### config.mk
export PLATFORM = sky130hd
export DESIGN_NAME = led_sched
export DESIGN_NICKNAME = d
export VERILOG_FILES = /design/src/rtl/led_sched_pkg.sv /design/src/rtl/led_tick_gen.sv /design/src/rtl/led_sched.sv
export SDC_FILE = /design/constraint.sdc
export NUM_CORES = 1
export LEC_CHECK = 0
export ABC_CLOCK_PERIOD_IN_PS = 4600
export BUFFER_PORTS_ARGS = -buffer_cell sky130_fd_sc_hd__buf_2
export CAP_MARGIN = 15
export CORE_ASPECT_RATIO = 1.2
export CORE_MARGIN = 1
export CORE_UTILIZATION = 40
export DETAILED_ROUTE_END_ITERATION = 7
export HOLD_SLACK_MARGIN = 0.03
export PLACE_DENSITY = 0.61
export SYNTH_ARGS = -nofsm -noshare
export SYNTH_HDL_FRONTEND = slang
export SYNTH_SLANG_ARGS = --single-unit
### constraint.sdc
create_clock -name clk -period 4.6 [get_ports clk]
set_clock_uncertainty 0.1 [all_clocks]
set_input_delay 0.92 -clock clk [delete_from_list [all_inputs] [get_ports clk]]
set_output_delay 0.92 -clock clk [all_outputs]
set_load 0.05 [all_outputs]
### src/rtl/led_sched_pkg.sv
// Shared definitions for the LED bank scheduler.
//   N_REQ / LED_W : requester count and LED bank width
//   state_t       : scheduler FSM encoding
//   IDLE_RST      : running-light start pattern
//   rr_pick()     : round-robin search starting one past the last owner
package led_sched_pkg;

   localparam int N_REQ = 4;
   localparam int LED_W = 10;
   localparam int PTR_W = 2;

   localparam logic [LED_W-1:0] IDLE_RST = 10'h001;

   typedef enum logic {
      IDLE = 1'b0,
      SHOW = 1'b1
   } state_t;

   // Walks ptr+N_REQ down to ptr+1 so the lowest offset set bit wins last;
   // offset N_REQ wraps to ptr itself, letting a sole requester win again.
   function automatic logic [PTR_W-1:0] rr_pick(input logic [N_REQ-1:0] req_v,
                                                input logic [PTR_W-1:0] ptr);
      logic [PTR_W-1:0] idx;
      rr_pick = ptr;
      for (int k = N_REQ; k >= 1; k--) begin
         idx = ptr + PTR_W'(k);
         if (req_v[idx]) rr_pick = idx;
      end
   endfunction

endpackage

### src/rtl/led_tick_gen.sv
// Display tick generator.
//   clk   : system clock
//   reset : synchronous active-high reset
//   tick  : one-cycle pulse every DECIMATION cycles (combinational from counter)
module led_tick_gen #(
   parameter logic [19:0] DECIMATION = 20'd1000000
) (
   input  logic clk,
   input  logic reset,
   output logic tick
);

   logic [19:0] cnt_q, cnt_d;

   assign tick  = (cnt_q == DECIMATION - 20'd1);
   assign cnt_d = tick ? 20'd0 : cnt_q + 20'd1;

   always_ff @(posedge clk) begin
      if (reset) cnt_q <= 20'd0;
      else       cnt_q <= cnt_d;
   end

endmodule

### src/rtl/led_sched.sv
// Time-shares the LED bank between four requesters and an idle running light.
//   clk, reset : system clock, synchronous active-high reset
//   req        : level-sensitive display requests
//   req_pat    : requester patterns, requester i at [10*i+9:10*i]
//   runled     : registered LED drive
//   grant      : one-hot current owner, 0 when idle
//   busy       : a requester owns the bank
//   tick       : display tick pulse
//
// state | meaning
// ------+-----------------------------------------------------------
// IDLE  | running light shown, rotates on each tick
// SHOW  | owner ptr_q shows its live pattern; hold_q counts ticks left
module led_sched
   import led_sched_pkg::*;
#(
   parameter logic [19:0] DECIMATION = 20'd1000000,
   parameter logic [7:0]  HOLD_TICKS = 8'd8
) (
   input  logic                   clk,
   input  logic                   reset,
   input  logic [N_REQ-1:0]       req,
   input  logic [N_REQ*LED_W-1:0] req_pat,
   output logic [LED_W-1:0]       runled,
   output logic [N_REQ-1:0]       grant,
   output logic                   busy,
   output logic                   tick
);

   state_t             state_q, state_d;
   logic [PTR_W-1:0]   ptr_q, ptr_d;
   logic [7:0]         hold_q, hold_d;
   logic [LED_W-1:0]   idle_q, idle_d;
   logic [LED_W-1:0]   runled_q, runled_d;
   logic [N_REQ-1:0]   grant_q, grant_d;
   logic [LED_W-1:0]   pat [N_REQ];
   logic [PTR_W-1:0]   win;
   logic               any_req;
   logic               end_grant;

   led_tick_gen #(.DECIMATION(DECIMATION)) u_tick (
      .clk   (clk),
      .reset (reset),
      .tick  (tick)
   );

   for (genvar gi = 0; gi < N_REQ; gi++) begin : g_pat
      assign pat[gi] = req_pat[gi*LED_W +: LED_W];
   end

   assign win     = rr_pick(req, ptr_q);
   assign any_req = |req;
   // ptr_q doubles as the owner index while in SHOW.
   assign end_grant = !req[ptr_q] || (tick && (hold_q <= 8'd1));

   always_comb begin
      state_d = state_q;
      ptr_d   = ptr_q;
      hold_d  = hold_q;
      idle_d  = idle_q;
      case (state_q)
         IDLE: begin
            if (tick) idle_d = {idle_q[LED_W-2:0], idle_q[LED_W-1]};
            if (any_req) begin
               state_d = SHOW;
               ptr_d   = win;
               hold_d  = HOLD_TICKS;
            end
         end
         SHOW: begin
            if (end_grant) begin
               if (any_req) begin
                  ptr_d  = win;
                  hold_d = HOLD_TICKS;
               end else begin
                  state_d = IDLE;
                  hold_d  = 8'd0;
               end
            end else if (tick) begin
               hold_d = hold_q - 8'd1;
            end
         end
         default: state_d = IDLE;
      endcase
   end

   // Outputs follow the next state so they are valid one cycle after the decision.
   always_comb begin
      runled_d = idle_d;
      grant_d  = '0;
      if (state_d == SHOW) begin
         runled_d = pat[ptr_d];
         grant_d  = N_REQ'(1) << ptr_d;
      end
   end

   always_ff @(posedge clk) begin
      if (reset) begin
         state_q  <= IDLE;
         ptr_q    <= PTR_W'(N_REQ - 1);
         hold_q   <= 8'd0;
         idle_q   <= IDLE_RST;
         runled_q <= IDLE_RST;
         grant_q  <= '0;
      end else begin
         state_q  <= state_d;
         ptr_q    <= ptr_d;
         hold_q   <= hold_d;
         idle_q   <= idle_d;
         runled_q <= runled_d;
         grant_q  <= grant_d;
      end
   end

   assign runled = runled_q;
   assign grant  = grant_q;
   assign busy   = (state_q == SHOW);

endmodule
==> reports/qor.tcl <==
set qor(vdd.ir_drop.worst_v) 0.000150
set qor(fin_crit_sh_pct) 84.7
set qor(setup_repair_after_global_routing_missed_its_margin) {no}
set qor(part_of_the_power_in_combinational_logic_pct) 43.2
set qor(netSwitchingFraction_pct) 42.5
set qor(grt_overflow) 0
set qor(root_buffer) {sky130_fd_sc_hd__clkbuf_8}
set qor(multi_input_comb_area_um2) 2030
set qor(layout.cells.most_common_list) {sky130_fd_sc_hd__buf_2 (62), sky130_fd_sc_hd__dfxtp_1 (55), sky130_fd_sc_hd__nor2_1 (48), sky130_fd_sc_hd__a211oi_1 (21), sky130_fd_sc_hd__nand2_1 (19)}
set qor(critical_path_class) {reg -> reg}
set qor(post_synth_num_cell_types) 60
set qor(die_width_um) 85.2
set qor(use_met2_pct) 36.9
set qor(worstPathCellList) {or4b_1 -> or4_1 -> o31ai_4 -> a221oi_2 -> a2111oi_0 -> a211oi_1}
set qor(firstDrtPassIters) 5
set qor(crit_cells) 6
set qor(num_vias) 3138
set qor(number_of_global_route_vias_before_repair) 2969
set qor(p_int_mw) 0.858
set qor(fillCellCount) 824
set qor(std_cell_rows) 36
set qor(average_detailed_routed_wire_length_per_instance_um) 17.1
set qor(layout_commonest_cell) {sky130_fd_sc_hd__buf_2}
set qor(hold_path_startpoint) {u_tick.cnt_q[0]}
set qor(final_cell_area_um2) 3740
set qor(dp.final_hpwl_mm) 6.56
set qor(clock_latency_of_the_later_clocked_register_in_the_worst_skew_pair_ps) 330
set qor(finalCriticalPeriod_ps) 3900
set qor(path_max_fanout) 24
set qor(antenna_violating_nets_post_route) 0
set qor(detailedRoute.firstIterationViolations) 123
set qor(cts_post_setup_buffers_inserted) 0
set qor(drc) 0
set qor(critical_path_required_ps) 4690
set qor(worst_r2r_startpoint) {u_tick.cnt_q[10]}
set qor(synth_top_area_share_pct) 33.1
set qor(run_status) {finished, final reports clean}
set qor(fp.coreArea_um2) 8110
set qor(hold_violations) 0
set qor(routed_wire_length_mm) 8.92
set qor(clock.fmax_ghz) 0.257
set qor(dieArea_um2) 8680
set qor(place_congestion) 0.828
set qor(power.share.clock_pct) 19.7
set qor(timing.max_slew.rel_slack_pct) 30.3
set qor(cp-start-kind) {register}
set qor(seqCellArea_um2) 1100
set qor(groute.layer.met3.usage_pct) 3.80
set qor(synthesis.area_um2) 3320
set qor(ioPinCount) 62
set qor(syn_nets) 428
set qor(cts.clk_slew.worst_paths_ps) 120
set qor(drt-vias-per-instance) 6.02
set qor(r2r.worst_path.cells) 6
set qor(total_switching_power_mw) 0.635
set qor(synthTopCellsByArea) {sky130_fd_sc_hd__dfxtp_1 (33%), sky130_fd_sc_hd__nor2_1 (5.4%), sky130_fd_sc_hd__a211oi_1 (4.7%), sky130_fd_sc_hd__a2111oi_0 (4.5%), sky130_fd_sc_hd__xor2_1 (4.0%)}
set qor(pin_count_of_the_biggest_net_entering_global_routing) 28
set qor(ctsHoldBuffers) 0
set qor(fraction_of_final_layout_cells_sized_beyond_drive_strength_1_pct) 23.7
set qor(cap_viol_max_count) 0
set qor(seqPwrFrac_pct) 37.1
set qor(holdCritPathClass) {reg -> reg}
set qor(cts_max_level) 2
set qor(ys_async_sr_fraction_pct) 0
set qor(die-height_um) 102
set qor(crit_path_end_kind) {register}
set qor(cts_buffers) 5
set qor(tritoncts) {done}
set qor(cellPowerDensity_nw_per_um2) 399
set qor(syn-instance-count) 379
set qor(cts_repair_resize_count) 0
set qor(grt_pass1_wl_mm) 14.5
set qor(postSynthAreaPerCell_um2) 8.77
set qor(initial_antenna_violation_count) 0
set qor(fin_nets) 474
set qor(critPathMaxStageDelay_ps) 880
set qor(grt_usage_pct) 21.4
set qor(synth.yosys.seq_area_share_pct) 33.1
set qor(ys_dominant_reg_cell) {sky130_fd_sc_hd__dfxtp_1}
set qor(timing.setup.tns_ps) 0
set qor(cts.path.max_buffers) 2
set qor(yosysWarningCount) 0
set qor(timing_worst_slew_pin_value_ps) 1040
set qor(start_util_pct) 41.0
set qor(area_delta_synth_final_pct) 12.6
set qor(cts.sink_count) 55
set qor(p_leak_nw) 1.50
set qor(place_area_um2) 3640
set qor(hold-path-cell-count) 1
set qor(post-synth-top-area-cell) {sky130_fd_sc_hd__dfxtp_1}
set qor(diodes) 0
set qor(hold_slack_ps) 375
set qor(finish_stage_setup_viols) 0
set qor(cp-startpoint) {u_tick.cnt_q[10]}
set qor(number_of_storage_elements_in_the_synthesis_netlist) 55
set qor(grt.busiest_layer) {met2}
set qor(total_power_mw) 1.49
set qor(count_of_flip_flops_with_a_built_in_enable_after_synthesis) 0
set qor(gr-usage-met1_pct) 25.3
set qor(worst-endpoint-arrival_ps) 3990
set qor(count_of_pins_over_their_slew_limit) 0
set qor(io_buffer_count) 61
set qor(timing.critical_path.buf_inv) 0
set qor(timing.critical_path.slowest_stage_cell) {sky130_fd_sc_hd__o31ai_4}
set qor(critical_path.top_delay_family) {compound AO/OA/AOI/OAI gates}
## path summary, 6_finish.rpt
kind | slack (ps) | end
hold reg to reg | 370 | u_tick.cnt_q[0]
setup / recovery | 700 | runled[5]
hold / removal | 370 | u_tick.cnt_q[0]
setup reg to reg | 700 | runled[5]
## flip-flops by register name, summed over array words and instances (netlist names)
register      count
runled           10
grant             4
ptr_q             2
idle_q           10
hold_q            8
u_tick.cnt_q     20
busy              1
## synth_stat cells, drive strengths merged, types with 2 or more instances
cell type and n:
a311oi 12, o2111ai 2, nor4 6, a221oi 2, a21oi 3, buf 10
a22o 2, nand4 2, or2 4, a31o 9, mux2i 12, or4 5
nor3 8, and3 7, xor2 15, o31ai 2, nor2 49, and2 4
or3 2, nor2b 4, clkbuf 16, xnor2 8, nand3 6, ha 3
o21a 11, dfxtp 55, a311o 2, inv 17, o21ai 2, a22oi 10
a2111oi 18, mux2 2, nand2 19, o311a 9, nand2b 3, a21o 2
a211oi 21
## stage by stage
stage / util [%] / cells / setup WS (ps)
after floorplan: - / 379 / 1610
after global placement: 44.9 / 512 / 873
after detailed placement: 44.9 / 512 / 789
after CTS: 46.1 / 520 / 783
after global routing: 46.2 / 521 / 468
final: 46.2 / 521 / 702
## power by group through the flow
stage               Clock (mW)  Sequential (mW)  Combinational (mW)
floorplan                    0            0.672               0.395
global placement             0            0.564               0.633
detailed placement           0            0.565               0.636
CTS                      0.301            0.554               0.638
global route             0.318            0.560               0.693
finish                   0.294            0.554               0.645
## cell type report
class                   count  area share [%]
well taps                  95            3.18
clock inverters             3           0.736
repair buffers             65            8.89
inverters                  17            1.71
flip-flops and latches     55            29.4
clock buffers               5            1.84
multi-input cells         281            54.2
## cell families after synthesis
kind of cell / Yosys count / share of synthesized area (%)
AOI/OAI and AO/OA: 113 / 29.4
xor gates and xnor gates: 23 / 6.06
adders and majority gates: 3 / 1.13
buffers and inverters: 43 / 6.02
DFF: 55 / 33.1
muxes: 14 / 4.29
and+or+nand+nor: 128 / 19.9
## metal layers
| metal | vias up | share of wire (%) |
|---|---|---|
| met1 | 1488 | 43 |
| met2 | 91 | 49 |
| met5 | - | 0 |
| li1 | 1539 | - |
| met3 | 20 | 4.4 |
| met4 | 0 | 4.2 |
No activity file was read; power rests on OpenSTA's default activity.
